## src/rtl/lh_pkg.sv

```systemverilog
// Shared definitions for the light-hash sequential core: initial vector,
// ASCII class bounds for the optional character filter, FSM state type and
// small byte helpers.
package lh_pkg;

    // Initial hash vector; digests wider than 8 bytes repeat it cyclically.
    localparam logic [7:0] LH_IV [0:7] = '{8'h34, 8'h55, 8'h0F, 8'h14,
                                           8'hDA, 8'hC4, 8'h4B, 8'hA6};

    // Accepted character classes when filtering is enabled.
    localparam logic [7:0] LH_ASCII_DIG_LO = 8'h30;
    localparam logic [7:0] LH_ASCII_DIG_HI = 8'h39;
    localparam logic [7:0] LH_ASCII_UPP_LO = 8'h41;
    localparam logic [7:0] LH_ASCII_UPP_HI = 8'h5A;
    localparam logic [7:0] LH_ASCII_LOW_LO = 8'h61;
    localparam logic [7:0] LH_ASCII_LOW_HI = 8'h7A;

    typedef enum logic [1:0] {
        IDLE   = 2'd0,
        ABSORB = 2'd1,
        OUTPUT = 2'd2
    } lh_state_e;

    // Rotate a byte left by 0..7 positions.
    function automatic logic [7:0] rotl8(input logic [7:0] b, input logic [2:0] amt);
        logic [15:0] w;
        w = {b, b} << amt;
        return w[15:8];
    endfunction

    // True for '0'-'9', 'A'-'Z' and 'a'-'z'.
    function automatic logic lh_char_ok(input logic [7:0] b);
        return ((b >= LH_ASCII_DIG_LO) && (b <= LH_ASCII_DIG_HI)) ||
               ((b >= LH_ASCII_UPP_LO) && (b <= LH_ASCII_UPP_HI)) ||
               ((b >= LH_ASCII_LOW_LO) && (b <= LH_ASCII_LOW_HI));
    endfunction

    // IV byte for hash position k (the 8-byte IV repeats for longer digests).
    function automatic logic [7:0] lh_iv_byte(input int k);
        return LH_IV[3'(k % 8)];
    endfunction

endpackage

```

## src/rtl/lh_sbox.sv

```systemverilog
// Combinational AES forward S-box: one 8-bit lookup, no state.
module lh_sbox (
    input  logic [7:0] i_data,
    output logic [7:0] o_data
);

    localparam logic [7:0] SBOX [0:255] = '{
        8'h63, 8'h7c, 8'h77, 8'h7b, 8'hf2, 8'h6b, 8'h6f, 8'hc5, 8'h30, 8'h01, 8'h67, 8'h2b, 8'hfe, 8'hd7, 8'hab, 8'h76,
        8'hca, 8'h82, 8'hc9, 8'h7d, 8'hfa, 8'h59, 8'h47, 8'hf0, 8'had, 8'hd4, 8'ha2, 8'haf, 8'h9c, 8'ha4, 8'h72, 8'hc0,
        8'hb7, 8'hfd, 8'h93, 8'h26, 8'h36, 8'h3f, 8'hf7, 8'hcc, 8'h34, 8'ha5, 8'he5, 8'hf1, 8'h71, 8'hd8, 8'h31, 8'h15,
        8'h04, 8'hc7, 8'h23, 8'hc3, 8'h18, 8'h96, 8'h05, 8'h9a, 8'h07, 8'h12, 8'h80, 8'he2, 8'heb, 8'h27, 8'hb2, 8'h75,
        8'h09, 8'h83, 8'h2c, 8'h1a, 8'h1b, 8'h6e, 8'h5a, 8'ha0, 8'h52, 8'h3b, 8'hd6, 8'hb3, 8'h29, 8'he3, 8'h2f, 8'h84,
        8'h53, 8'hd1, 8'h00, 8'hed, 8'h20, 8'hfc, 8'hb1, 8'h5b, 8'h6a, 8'hcb, 8'hbe, 8'h39, 8'h4a, 8'h4c, 8'h58, 8'hcf,
        8'hd0, 8'hef, 8'haa, 8'hfb, 8'h43, 8'h4d, 8'h33, 8'h85, 8'h45, 8'hf9, 8'h02, 8'h7f, 8'h50, 8'h3c, 8'h9f, 8'ha8,
        8'h51, 8'ha3, 8'h40, 8'h8f, 8'h92, 8'h9d, 8'h38, 8'hf5, 8'hbc, 8'hb6, 8'hda, 8'h21, 8'h10, 8'hff, 8'hf3, 8'hd2,
        8'hcd, 8'h0c, 8'h13, 8'hec, 8'h5f, 8'h97, 8'h44, 8'h17, 8'hc4, 8'ha7, 8'h7e, 8'h3d, 8'h64, 8'h5d, 8'h19, 8'h73,
        8'h60, 8'h81, 8'h4f, 8'hdc, 8'h22, 8'h2a, 8'h90, 8'h88, 8'h46, 8'hee, 8'hb8, 8'h14, 8'hde, 8'h5e, 8'h0b, 8'hdb,
        8'he0, 8'h32, 8'h3a, 8'h0a, 8'h49, 8'h06, 8'h24, 8'h5c, 8'hc2, 8'hd3, 8'hac, 8'h62, 8'h91, 8'h95, 8'he4, 8'h79,
        8'he7, 8'hc8, 8'h37, 8'h6d, 8'h8d, 8'hd5, 8'h4e, 8'ha9, 8'h6c, 8'h56, 8'hf4, 8'hea, 8'h65, 8'h7a, 8'hae, 8'h08,
        8'hba, 8'h78, 8'h25, 8'h2e, 8'h1c, 8'ha6, 8'hb4, 8'hc6, 8'he8, 8'hdd, 8'h74, 8'h1f, 8'h4b, 8'hbd, 8'h8b, 8'h8a,
        8'h70, 8'h3e, 8'hb5, 8'h66, 8'h48, 8'h03, 8'hf6, 8'h0e, 8'h61, 8'h35, 8'h57, 8'hb9, 8'h86, 8'hc1, 8'h1d, 8'h9e,
        8'he1, 8'hf8, 8'h98, 8'h11, 8'h69, 8'hd9, 8'h8e, 8'h94, 8'h9b, 8'h1e, 8'h87, 8'he9, 8'hce, 8'h55, 8'h28, 8'hdf,
        8'h8c, 8'ha1, 8'h89, 8'h0d, 8'hbf, 8'he6, 8'h42, 8'h68, 8'h41, 8'h99, 8'h2d, 8'h0f, 8'hb0, 8'h54, 8'hbb, 8'h16
    };

    assign o_data = SBOX[i_data];

endmodule

```

## src/rtl/light_hash_seq.sv

```systemverilog
// Iterative light-hash core. Absorbs a framed byte stream one S-box lookup
// per cycle (ROUNDS*N_BYTES cycles per absorbed char) and presents an
// N_BYTES-byte digest, H[0] in the most significant byte.
//
// Optional feature macro: LH_CHAR_FILTER_EN. When defined, only ASCII
// alphanumerics are absorbed; other bytes complete their handshake, are
// dropped, pulse err_invalid and mark the message with digest_err. When not
// defined every byte is absorbed and both error outputs stay 0.
//
// Handshakes: a transfer happens on a rising edge where valid and ready are
// both 1. The source keeps data stable while valid && !ready; ready never
// depends combinationally on valid. Input side: ptxt_valid/ptxt_ready,
// output side: digest_valid/digest_ready.
module light_hash_seq
    import lh_pkg::*;
#(
    parameter int N_BYTES = 8,
    parameter int ROUNDS  = 32
) (
    input  logic                 clk,
    input  logic                 rst,
    input  logic [7:0]           ptxt_char,
    input  logic                 ptxt_valid,
    input  logic                 ptxt_last,
    output logic                 ptxt_ready,
    output logic [8*N_BYTES-1:0] digest,
    output logic                 digest_valid,
    input  logic                 digest_ready,
    output logic                 digest_err,
    output logic                 err_invalid,
    output logic [1:0]           o_dbg_state
);

    localparam int IW = (N_BYTES > 1) ? $clog2(N_BYTES) : 1;
    localparam int RW = (ROUNDS > 1) ? $clog2(ROUNDS) : 1;
    localparam int DW = 8 * N_BYTES;
    localparam logic [IW-1:0] LAST_IDX = IW'(N_BYTES - 1);
    localparam logic [RW-1:0] LAST_RND = RW'(ROUNDS - 1);

    lh_state_e      r_state;
    lh_state_e      w_state_next;
    logic [7:0]     r_h [N_BYTES];
    logic [7:0]     w_h_next [N_BYTES];
    logic [7:0]     r_c;
    logic           r_last;
    logic [IW-1:0]  r_idx;
    logic [IW-1:0]  w_src_idx;
    logic [RW-1:0]  r_round;
    logic           r_err_acc;
    logic           r_err_invalid;
    logic [DW-1:0]  r_digest;
    logic [DW-1:0]  w_digest_next;
    logic           w_accept;
    logic           w_char_ok;
    logic           w_step_done;
    logic [7:0]     w_sbox_in;
    logic [7:0]     w_sbox_out;
    int             w_src_int;

`ifdef LH_CHAR_FILTER_EN
    assign w_char_ok = lh_char_ok(ptxt_char);
`else
    assign w_char_ok = 1'b1;
`endif

    assign ptxt_ready  = (r_state == IDLE) && !rst;
    assign w_accept    = ptxt_valid && (r_state == IDLE) && !rst;
    assign w_step_done = (r_state == ABSORB) && (r_idx == LAST_IDX) && (r_round == LAST_RND);

    assign digest      = r_digest;
    assign digest_err  = digest_valid & r_err_acc;
    assign err_invalid = r_err_invalid;
    assign o_dbg_state = r_state;

    // Source index (i+2) mod N_BYTES; i+2 < 2*N_BYTES so one subtraction suffices.
    always_comb begin
        w_src_int = int'(r_idx) + 2;
        if (w_src_int >= N_BYTES) begin
            w_src_int = w_src_int - N_BYTES;
        end
        w_src_idx = IW'(w_src_int);
    end

    assign w_sbox_in = rotl8(r_h[w_src_idx] ^ r_c, 3'(r_idx));

    lh_sbox u_sbox (
        .i_data (w_sbox_in),
        .o_data (w_sbox_out)
    );

    // Hash state after this cycle: one in-place byte update while absorbing.
    always_comb begin
        for (int k = 0; k < N_BYTES; k++) begin
            w_h_next[k] = r_h[k];
        end
        if (r_state == ABSORB) begin
            w_h_next[r_idx] = w_sbox_out;
        end
    end

    // Pack the post-update hash state, H[0] in the top byte.
    always_comb begin
        w_digest_next = '0;
        for (int k = 0; k < N_BYTES; k++) begin
            w_digest_next[DW-8-8*k +: 8] = w_h_next[k];
        end
    end

    // FSM state register.
    always_ff @(posedge clk) begin
        if (rst) begin
            r_state <= IDLE;
        end else begin
            r_state <= w_state_next;
        end
    end

    // FSM next-state and digest_valid.
    always_comb begin
        w_state_next = r_state;
        digest_valid = 1'b0;
        case (r_state)
            IDLE: begin
                if (w_accept) begin
                    if (w_char_ok) begin
                        w_state_next = ABSORB;
                    end else if (ptxt_last) begin
                        w_state_next = OUTPUT;
                    end
                end
            end
            ABSORB: begin
                if (w_step_done) begin
                    w_state_next = r_last ? OUTPUT : IDLE;
                end
            end
            OUTPUT: begin
                digest_valid = !rst;
                if (digest_ready) begin
                    w_state_next = IDLE;
                end
            end
            default: w_state_next = IDLE;
        endcase
    end

    // Datapath: char latch, hash state, step counters, error flags, digest register.
    always_ff @(posedge clk) begin
        if (rst) begin
            for (int k = 0; k < N_BYTES; k++) begin
                r_h[k] <= lh_iv_byte(k);
            end
            r_c           <= '0;
            r_last        <= 1'b0;
            r_idx         <= '0;
            r_round       <= '0;
            r_err_acc     <= 1'b0;
            r_err_invalid <= 1'b0;
            r_digest      <= '0;
        end else begin
            r_err_invalid <= 1'b0;
            case (r_state)
                IDLE: begin
                    if (w_accept) begin
                        r_c    <= ptxt_char;
                        r_last <= ptxt_last;
                        if (!w_char_ok) begin
                            r_err_acc     <= 1'b1;
                            r_err_invalid <= 1'b1;
                        end
                    end
                end
                ABSORB: begin
                    for (int k = 0; k < N_BYTES; k++) begin
                        r_h[k] <= w_h_next[k];
                    end
                    if (r_idx == LAST_IDX) begin
                        r_idx   <= '0;
                        r_round <= (r_round == LAST_RND) ? '0 : r_round + 1'b1;
                    end else begin
                        r_idx <= r_idx + 1'b1;
                    end
                end
                OUTPUT: begin
                    if (digest_ready) begin
                        for (int k = 0; k < N_BYTES; k++) begin
                            r_h[k] <= lh_iv_byte(k);
                        end
                        r_err_acc <= 1'b0;
                    end
                end
                default: ;
            endcase
            // Capture the digest as the FSM enters OUTPUT; it then holds until the next message.
            if ((w_state_next == OUTPUT) && (r_state != OUTPUT)) begin
                r_digest <= w_digest_next;
            end
        end
    end

endmodule

```

## config.mk

```make
export PLATFORM = sky130hd
export DESIGN_NAME = light_hash_seq
export DESIGN_NICKNAME = d
export VERILOG_FILES = /design/src/rtl/lh_pkg.sv /design/src/rtl/lh_sbox.sv /design/src/rtl/light_hash_seq.sv
export SDC_FILE = /design/constraint.sdc
export NUM_CORES = 1
export LEC_CHECK = 0
export BUFFER_PORTS_ARGS = -buffer_cell sky130_fd_sc_hd__buf_4
export CAP_MARGIN = 0
export CELL_PAD_IN_SITES_DETAIL_PLACEMENT = 0
export CELL_PAD_IN_SITES_GLOBAL_PLACEMENT = 1
export CORE_ASPECT_RATIO = 1.75
export CORE_MARGIN = 5
export CORE_UTILIZATION = 40
export CTS_CLUSTER_SIZE = 24
export DETAILED_ROUTE_END_ITERATION = 16
export PLACE_DENSITY_LB_ADDON = 0.1
export SYNTH_ARGS = -nofsm -noshare
export SYNTH_HDL_FRONTEND = slang
export SYNTH_SLANG_ARGS = --single-unit
```

## constraint.sdc

```tcl
create_clock -name clk -period 18.82 [get_ports clk]
set_clock_uncertainty 0.2 [all_clocks]
set_input_delay 2.823 -clock clk [delete_from_list [all_inputs] [get_ports clk]]
set_output_delay 2.823 -clock clk [all_outputs]
set_load 0.01 [all_outputs]
```

Yosys cells after proc, flatten, opt, wreduce, memory -nomap -nowiden
Memories as Yosys holds them, arrays and structs flattened.
Index checks and enable logic that the tools add are counted.

word-level totals
  flip-flop bits (word level) = 83
  output and inout bits = 70
  memories kept = 2
  logic and storage cells = 93
  latch bits = 0
  ROM bits = 2,048
  memory bits (writable) = 64
  bits of input ports = 13

operators by class
  divide/modulo/power cells = 0
  eq/ne operators = 6
  multiply operators = 0
  shift operators = 1
  bitwise operators = 19
  add/subtract/negate cells = 4
  reductions and logical operators = 11
  multiplexer cells = 40
  magnitude comparators = 4

memories
  memory           depth  width  rd ports  clocked after memory_dff  write ports  line                  text
  (no name shown)  256    8      1         0                         0            lh_sbox.sv:26         assign o_data = SBOX[i_data];
  r_h              8      8      9         0                         8            light_hash_seq.sv:42  logic [7:0] r_h [N_BYTES];

operators by type and width
  operator               number
  $mux W8                19
  $bwmux W64             1
  $mux W64               1
  $demux W8 S3           1
  $or A1 B1 Y1           16
  $shl A16 B3 Y16        1
  $mux W1                10
  $ge A9 B9 Y1 const B   1
  $not A8 Y9             1
  $ge A4 B4 Y1 const B   2
  $mux W2                4
  $xor A8 B8 Y8          1
  $logic_and A1 B1 Y1    7
  $mux W3                2
  $pmux W2 S3            1
  $add A5 B1 Y5 const B  1
  $eq A5 B5 Y1 const B   1
  $mux W5                1
  $add A3 B2 Y4 const B  1
  $eq A2 B2 Y1 const B   2
  $lt A4 B1 Y1 const B   1
  $not A3 Y4             1
  $reduce_and A2 Y1      2
  $add A3 B1 Y3 const B  1
  other kinds (6)        6

Longest topological paths before layout
Gate-level depths: netlist of run 1.
An unclocked memory read counts as a cell.

  depth in word-level cells = 14
  depth in mapped cells = 29
  mapped depth without buffers = 19

Cells and area by module
Synthesis of run 1 repeated with hierarchy kept, for this count alone.

second synthesis, totals
  cells, all modules = 1,156
  area, all modules = 10,294.9 sq um

modules (own cells, without submodules)
  module          seq. area each (sq um)  area an instance (sq um)  instances  cells each
  light_hash_seq  3,583.4                 6,802.8                   1          594
  lh_sbox         0.0                     3,492.1                   1          562

Worst setup path before layout of run 1
No wires, ideal clock.

  path type = input port to output port
  start point = input rst
  end point = output digest_valid
  path slack = 12.203 ns
  required time = 15.797 ns
  path buffers = 2
  arrival time = 3.594 ns
  cell stages on the path = 4
  cell sequence = inv_1 > clkbuf_1 > clkbuf_1 > and2_1

on the way
  longest elaborated chain between the ends = 2

RTL lines
  item              line                   text
  from (decl)       light_hash_seq.sv:21   input logic rst,
  $logic_not A1 Y1  light_hash_seq.sv:138  digest_valid = !rst;
  $mux W1           light_hash_seq.sv:122  case (r_state)
  to (decl)         light_hash_seq.sv:27   output logic digest_valid,

No other way between the ends.

==> results.md, run 1 <==
- Worst setup SP type: flop
- Final core utilization: between 40 and 50%
- Routed Antenna Nets: 0
- RSZ-0062 raised after global routing: false
- DP Cell Count: roughly 1800
- Outcome: finished clean
- Most common cell after layout, fill and taps aside: nand2_1
- HP Class: flop to flop
- Setup violations, final: 0
- FF+latch count, synth: 147
- MaxCap Viol Count: 0
- # IOs: a little over 80
- Total GRT Usage: between 30% and 40%
- Sink Count: around 150
- Power per cell area: between 100 and 150 nW/um^2
- DRT Pass-1 Iters: 6
- Synth cell types: just under 100
- DP HPWL: around 47 mm
- Number of vias per cell: between 7 and 8
- CP Cell Sequence: inv_1 > buf_4 > ha_1 > nor2b_1 > a22oi_2 > and2_0 > a221oi_2 > o211a_1 > mux2i_1 > buf_4 > inv_2 > ha_1 > inv_1 > nor4_1 > o22a_1 > a21oi_1 > o32ai_1 > o21ai_0 > o211ai_1 > buf_4 > o21ai_0
- Pin count of the biggest net entering global routing: 56
- Die Span Y: ~240 um
- Cts hold-fix bufs: 0
- Core area: 28600 sq um
- CTS max path bufs: 2
- Endpoints failing hold: 0
- Total wire length: about 64 mm
- Post-synth top flop: dfxtp_1
- Worst skew pair latency: around 430 ps
- Rows: 82
- Fmax: 0.122 GHz
- Critical path type: flop to flop
- Relative slew slack: between 9 and 10%
- Post-CTS Resized: 0
- Clk root buf: clkbuf_16
- Initial DRC count: ~1700
- Via count of the first global-routing pass: 12800
- DRC Markers: 0
- Fin nets: roughly 1500
- H-tree depth: 4
- Final TNS setup: 0 ps
- Synth Instances: between 1000 and 1500
- Slowest CP cell: o22a_1
- Syn avg cell area: a little over 8 sq um
- Worst EP required: ~19000 ps
- Synth warn: 0
- P&R area growth vs syn: 11.8%
- PortBufs: 80
- Setup slack after layout: ~11000 ps
- Clock transition at path regs: ~60 ps
- Wire length per cell: approximately 35 um
- Crit end category: flop
- CTS tree: built
- Pleak: 4.48 nW
- EDFF count, synth: 64
- Sequential area share after synthesis: a little under a third
- Initial antenna violation count: 6
- Initial Util: between 40% and 50%
- Period utilization: a little over two fifths
- Gr ovfl total: 0
- Most frequent CP cell: buf_4
- Die X-Extent: between 100 and 150 um
- Most frequent cells in the layout: nand2_1, a21oi_1, buf_4, nor2_1, o21ai_0
- First-pass GRT wire length: between 90 and 100 mm
- Netlist Area Pre-Place: 11600 sq um
- GP Congestion: around 1.1
- Crit path DAT: slightly above 8000 ps
- Max Slew Vio Count: 0
- Worst Max-Slew Pin Slew: 1340 ps
- Routed via count: around 13000
- Number of setup buffers added after CTS: 0
- Tmin final: approximately 8200 ps
- Layout cells sized above 1: between 15 and 20%
- Async SR Flop Fraction: 0%
- Maximum VDD drop: 0.0731 mV
- Pre-CTS setup slack: between 10000 and 15000 ps
- Crit-path max FO: 35
- Die area: between 30000 and 40000 sq um
- Worst path max stage delay: 610 ps
- Total CTS buffers: 17
- Post-route insts no fill: 1845
final cells by class:
cell class                 count  area, sq um
antenna                        5         12.5
clock buffer                  18          450
clock inverter                13          145
fill                        2864        15700
inverter                      16         60.1
multi-input combinational   1139         7250
sequential                   147         3590
tap                          378          473
timing repair buffer         129          968
state kept, by name, summed over array words and instances, names as in the netlist:
signal,cells
o_dbg_state,2
r_c,8
r_last,1
digest,64
r_round,5
r_h,64
r_idx,3
metrics by stage:
| step | hold WS [ps] | cell area (sq um) | total power [W] |
|---|---|---|---|
| 6_report | 262 | 12900 | 0.00147 |
| 5_1_grt | 289 | 12900 | 0.00150 |
| 4_1_cts | 268 | 12900 | 0.00141 |
| 3_5_place_dp | 253 | 12300 | 0.00107 |
| 3_3_place_gp | 249 | 12300 | 0.00109 |
| 2_1_floorplan | 241 | 11600 | 0.000790 |
power by group:
group          switching (W)  internal [W]  leakage, nW
clock               0.000142      0.000204        0.293
combinational       0.000585      0.000187         2.91
sequential         0.0000111      0.000343         1.27
final timing paths:
check	start	end	slack, ps	depth (start not counted)
max	r_idx[2]	r_h[7][3]	10640	21
min	digest[48]	digest[48]	260	2
max reg2reg	r_idx[2]	r_h[7][3]	10640	21
min reg2reg	digest[48]	digest[48]	260	2
metal layers:
metal	global-route usage, %	routed length [um]	part of all wire (%)	vias up
li1	-	-	-	5599
met1	35.5	19300	30	6139
met2	63.5	30500	48	968
met3	12.9	5710	8.9	388
met4	39.1	8460	13	0
met5	0	0	0	-
critical path, delay by kind of cell, from the launching register on:
| family | cells | cell delay, ps |
|---|---|---|
| adders and majority gates | 2 | 1130 |
| muxes | 1 | 130 |
| AOI/OAI and AO/OA | 9 | 3180 |
| buffers and inverters | 6 | 1510 |
| DFF | 1 | 340 |
| and+or+nand+nor | 3 | 1330 |
cells in the mapped netlist, drive strengths merged (9+ instances only):
master,n,share of area (%)
a211oi,27,1.8
a21oi,136,6.0
a221oi,17,1.7
a22o,12,0.91
a22oi,20,1.7
a311oi,13,0.98
a31oi,58,3.3
and2,13,0.70
and3,15,0.81
buf,64,4.1
clkbuf,63,2.1
dfxtp,83,14
edfxtp,64,17
ha,18,1.9
inv,16,0.52
mux2i,38,3.3
nand2,146,4.8
nand2b,9,0.49
nand3,67,2.9
nand4,14,0.81
nor2,120,4.1
nor3,46,2.3
nor3b,21,1.4
nor4,14,0.94
o2111ai,10,0.76
o211ai,38,2.5
o21ai,115,5.0
o221ai,10,0.76
o22ai,20,1.1
o31ai,23,1.5
kinds of logic after synthesis:
group,count (synthesis),synth area share [%]
mux,40,3.67
flops,147,30.9
compound gates,576,34.7
xor+xnor,9,1.00
simple gates,494,21.0
other cells,1,0.0324
buf+inv,143,6.71
fa+ha+maj,18,1.94
Power figures use the tool's default switching activity.
==> inputs of run 2 (changes only) <==
ABC_AREA = 1   (was default)
CORE_UTILIZATION = 39   (was 40)
clock period = 7.1 ns   (was 18.82 ns; I/O delays follow)
==> results.md, run 2 <==
- Outcome: finished clean
- Rows: 79
- HP Class: flop to flop
- Worst reg-to-reg path cell count: 20
- H-tree depth: 4
- Synth area leaders: nand3_1, edfxtp_1, dfxtp_1
- Setup crit start: r_idx[2]
- Reg2reg start: r_idx[2]
- Top cells by count, synth: nand3_1, nand2_1, inv_1, a21oi_1, nor2_1
- Sink Count: around 150
- Post-synth top flop: dfxtp_1
- GP Congestion: roughly 1.0
- Synth warn: 0
- Worst skew pair latency: about 440 ps
- FF+latch count, synth: around 150
- Top cell type's share of synthesized area: a little over a fifth
- CTS tree: built
- P&R area growth vs syn: 12.1%
- Maximum VDD drop: between 0.2 and 0.25 mV
- Worst R2R End: r_h[0][6]
- Most common cell in the synthesized netlist: nand3_1
- RSZ-0062 raised after global routing: false
- Wire length per cell: 23.9 um
- Sequential area share after synthesis: between 30 and 40%
- Cts hold-fix bufs: 0
- Most common cell after layout, fill and taps aside: nand3_1
- Total GRT Usage: 30.7%
- DRT Pass-1 Iters: 5
- Pleak: 5.67 nW
- Syn avg cell area: approximately 6.5 sq um
- DP HPWL: 34.8 mm
- Pin count of the biggest net entering global routing: ~100
- Initial DRC count: 979
- Routed via count: around 11000
- Routed Antenna Nets: 0
- Number of setup buffers added after CTS: 0
- Most frequent cells in the layout: nand3_1, nand2_1, inv_1, buf_4, a21oi_1
- FF-to-FF setup slack: 1560 ps
- Worst setup path end: r_h[0][6]
- Initial Util: 39.6%
- Number of vias per cell: between 5 and 6
- Die Span Y: approximately 230 um
- Synth Instances: roughly 1600
- Tmin final: 5540 ps
- Initial antenna violation count: 0
- Die X-Extent: 134 um
- Fin nets: about 1700
- Clk root buf: clkbuf_16
- Fin Hold WS: between 200 and 300 ps
- Fill count: 2900
- First-pass GRT wire length: ~70 mm
- Period utilization: 78.0%
- Max Slew Vio Count: 0
- Layout cells sized above 1: ~11%
- Worst EP required: a little over 7000 ps
- Core area: around 27000 sq um
- Crit-path max FO: 32
- Total Power: about 0.0035 W
- PortBufs: 80
- Synth cell types: 30
- Via count of the first global-routing pass: around 11000
- Endpoints failing hold: 0
- Die area: roughly 30000 sq um
- MaxCap Viol Count: 0
- Diode count: 0
- Fmax: between 0.15 and 0.2 GHz
- Final TNS setup: 0 ps
- DP Cell Count: 1951
- Critical path type: flop to flop
- Worst setup SP type: flop
- Relative slew slack: between 40% and 50%
- Async SR Flop Fraction: 0%
- Post-route insts no fill: 1983
- Gr ovfl total: 0
- EDFF count, synth: 64
- Synth area leader: nand3_1
- DRC Markers: 0
- CTS max path bufs: 2
- Worst Max-Slew Pin Slew: roughly 900 ps
- Total CTS buffers: 17
- Total wire length: 47.3 mm
- Setup violations, final: 0
- Post-CTS Resized: 0
- Netlist Area Pre-Place: 10500 sq um
- Crit end category: flop
- Clock transition at path regs: approximately 60 ps
- Final core utilization: between 40 and 50%
- # IOs: 83
- Power per cell area: 295 nW/um^2
- Crit path DAT: about 5500 ps
==> run 2: cell count changes in the layout (fill, tap and decap cells not counted), moves of 31 or more <==
cell / previous run / this run
o211ai_1: 38 / 2
buf_4: 128 / 97
nand2_1: 145 / 401
nor3_1: 41 / 3
a21oi_1: 132 / 87
nand3_1: 66 / 458
mux2i_1: 38 / 1
inv_1: 13 / 169
a31oi_1: 54 / 0
==> run 2: metal layers <==
layer  wire length [um]  up-vias  share of wire [%]  global-route usage [%]
li1                   -     5437                  -                       -
met1              15800     5327                 33                    30.0
met2              24400      522                 52                    56.0
met3               2470      203                5.2                    5.57
met4               4630        0                9.8                    25.4
met5                  0        -                  0                       0
==> run 2: worst min-delay path by stage <==
stage / startpoint / to / slack [ps] / depth (start not counted)
after floorplan: r_last / r_last / 230 / 2
after global placement: r_c[1] / r_c[1] / 260 / 2
after detailed placement: r_c[1] / r_c[1] / 270 / 2
after CTS: r_c[1] / r_c[1] / 280 / 2
after global routing: r_c[2] / r_c[2] / 320 / 2
final: r_c[1] / r_c[1] / 280 / 2
==> run 2: metrics by stage <==
step,cell area (sq um),setup slack (ps)
6_report,11800,1560
5_1_grt,11800,1280
4_1_cts,11800,1670
3_5_place_dp,11200,1700
3_3_place_gp,11200,1670
2_1_floorplan,10500,2960
==> run 2: critical path, stage by stage, from the launching register on <==
cell and delay, ps:
dfxtp_1 680, inv_1 80, buf_4 220, ha_1 490, inv_2 160, nand3_1 180, nand3_1 130, nand3_1 150
nand2_1 160, nand2_1 90, nand3_1 80, nand2_2 650, nand2_2 460, nand3_1 360, nand4_1 120, nand3_1 100
nand3_1 270, nand3_2 360, nand3_1 150, nand2_1 120, nor2_1 40
==> run 2: cell families (layout without fill, tap and decap cells) <==
| kind of cell | after synthesis | after routing | share of synthesized area, % |
|---|---|---|---|
| simple gates | 1005 | 1005 | 43.8 |
| flops | 147 | 147 | 34.1 |
| compound gates | 177 | 177 | 8.51 |
| mux | 1 | 1 | 0.0952 |
| buf+inv | 274 | 309 | 11.3 |
| other cells | 1 | 2 | 0.0357 |
| fa+ha+maj | 18 | 18 | 2.14 |
==> run 2: cell type report <==
type                            count  area, sq um  share of cell area, %
Clock inverter                     13          143                   1.21
Timing Repair Buffer               99          768                   6.52
Clock buffer                       19          454                   3.85
Tap cell                          324          405                   3.44
Multi-Input combinational cell   1203         5760                   48.9
Sequential cell                   147         3580                   30.4
Inverter                          178          673                   5.71
==> run 2: power by group <==
group	switching [W]	internal, W
clock	0.000382	0.000542
sequential	0.0000120	0.000905
combinational	0.00125	0.000387
total	0.00165	0.00183
==> inputs of run 3 (changes only) <==
clock period = 5 ns   (was 7.1 ns; I/O delays follow)
==> results.md, run 3 (synthesized netlist as in run 2, its figures left out) <==
- Outcome: finished clean
- Final Cell Area: between 10000 and 15000 sq um
- Most common cell after layout, fill and taps aside: nand3_1
- DRC Markers: 0
- Fmax: between 0.2 and 0.25 GHz
- Number of setup buffers added after CTS: 0
- Most frequent cells in the layout: nand3_1, nand2_1, inv_1, buf_4, a21oi_1
- # IOs: 83
- Wire length per cell: ~24 um
- GRT Max-Usage Layer: met2
- CP bufs+invs: 4
- Pre-CTS setup slack: between 400 and 500 ps
- DP Cell Count: 2000
- First-pass GRT wire length: roughly 72 mm
- Period utilization: 93.0%
- Tmin final: about 4600 ps
- Fill count: around 2900
- DRT Pass-1 Iters: 8
- Setup violations, final: 0
- Post-CTS Resized: 0
- Worst path max stage delay: around 450 ps
- Via count of the first global-routing pass: roughly 12000
- Final TNS setup: 0 ps
- Post-route insts no fill: slightly above 2000
- Maximum VDD drop: ~0.47 mV
- H-tree depth: 4
- Core area: 26600 sq um
- Endpoints failing hold: 0
- CP Cell Sequence: inv_2 > ha_1 > inv_2 > nand3_1 > nand2_1 > nand2_1 > nand3_1 > nand3_1 > nand3_1 > nand2_1 > buf_4 > ha_1 > nand2_1 > nand3_1 > nand3_1 > nand3_1 > nand3_1 > nand3_2 > buf_12 > nand3_1 > nand2_1 > nor2_1
- RSZ-0062 raised after global routing: false
- Total CTS buffers: 17
- Setup slack after layout: between 300 and 400 ps
- Pin count of the biggest net entering global routing: 130
- HP Class: flop to flop
- Initial antenna violation count: 0
- Routed Antenna Nets: 0
- Clk root buf: clkbuf_16
- CTS max path bufs: 2
- Sink Count: between 100 and 150
- Relative slew slack: between 20% and 30%
- Worst Max-Slew Pin Slew: approximately 1100 ps
- Initial Util: 39.6%
- Total GRT Usage: between 30% and 40%
- P&R area growth vs syn: 16.3%
- Routed via count: about 12000
- Grt met2 use: roughly three fifths
- PortBufs: 80
- Crit path DAT: between 4000 and 5000 ps
- Clock transition at path regs: approximately 70 ps
- Crit end category: flop
- Worst EP required: ~5000 ps
- Die area: just over 30000 sq um
- Layout cells sized above 1: 14.0%
- GP Congestion: approximately 1.0
- Pleak: between 5 and 6 nW
- Number of vias per cell: 5.78
- Crit path max-delay family: simple AND/OR/NAND/NOR gates
- Initial DRC count: around 1200
- Slowest CP cell: ha_1
- Die Span Y: 227 um
- Total wire length: ~49 mm
- Crit-path max FO: 9
- Met3 Usage GRT: around 4.4%
- Placed cell area: between 10000 and 15000 sq um
- Cts hold-fix bufs: 0
- Total Power: between 0.005 and 0.006 W
- MaxCap Viol Count: 0
- Rows: just under 80
- Max Slew Vio Count: 0
- Gr ovfl total: 0
- Fin nets: approximately 1700
- CTS tree: built
- Most frequent CP cell: nand3_1
- Critical path type: flop to flop
- Power per cell area: approximately 420 nW/um^2
- Worst setup SP type: flop
- Worst skew pair latency: ~440 ps
- DP HPWL: roughly 37 mm
- Diode count: 0
- Routing usage on met1: 30.4%
- Die X-Extent: roughly 130 um
## run 3: final timing paths
check / slack [ps] / to / cells past startpoint / start
worst max-delay path: 350 / r_h[1][7] / 22 / r_idx[1]
worst min-delay path: 280 / r_c[4] / 2 / r_c[4]
worst max register to register: 350 / r_h[1][7] / 22 / r_idx[1]
worst min register to register: 280 / r_c[4] / 2 / r_c[4]
## run 3: report_power, final
part,internal (W),switching (W)
Sequential,0.00128,0.0000174
Combinational,0.000688,0.00185
Clock,0.000772,0.000541
## run 3: cell type report
type / count / area, sq um / area share, %
Clock inverter: 13 / 149 / 1.22
Clock buffer: 19 / 454 / 3.71
Sequential cell: 147 / 3580 / 29.3
Tap cell: 324 / 405 / 3.32
Inverter: 178 / 673 / 5.50
Multi-Input combinational cell: 1203 / 5760 / 47.1
Timing Repair Buffer: 148 / 1200 / 9.80
## run 3: worst min-delay path, cell delays in order (launching register included)
cell	delay [ps]
dfxtp_1	310
inv_1	60
a21oi_1	60
## run 3: per-stage QoR
step | hold WS, ps | util [%]
floorplan | 230 | -
global placement | 268 | 43.7
detailed placement | 265 | 43.7
CTS | 274 | 46.0
global route | 292 | 46.0
finish | 279 | 46.0
## run 3: per-layer routing
metal,share of wire (%),wire length [um],vias up
met5,0,0,-
li1,-,-,5539
met3,4.7,2330,202
met2,53,25800,541
met1,32,15900,5456
met4,10,5060,0
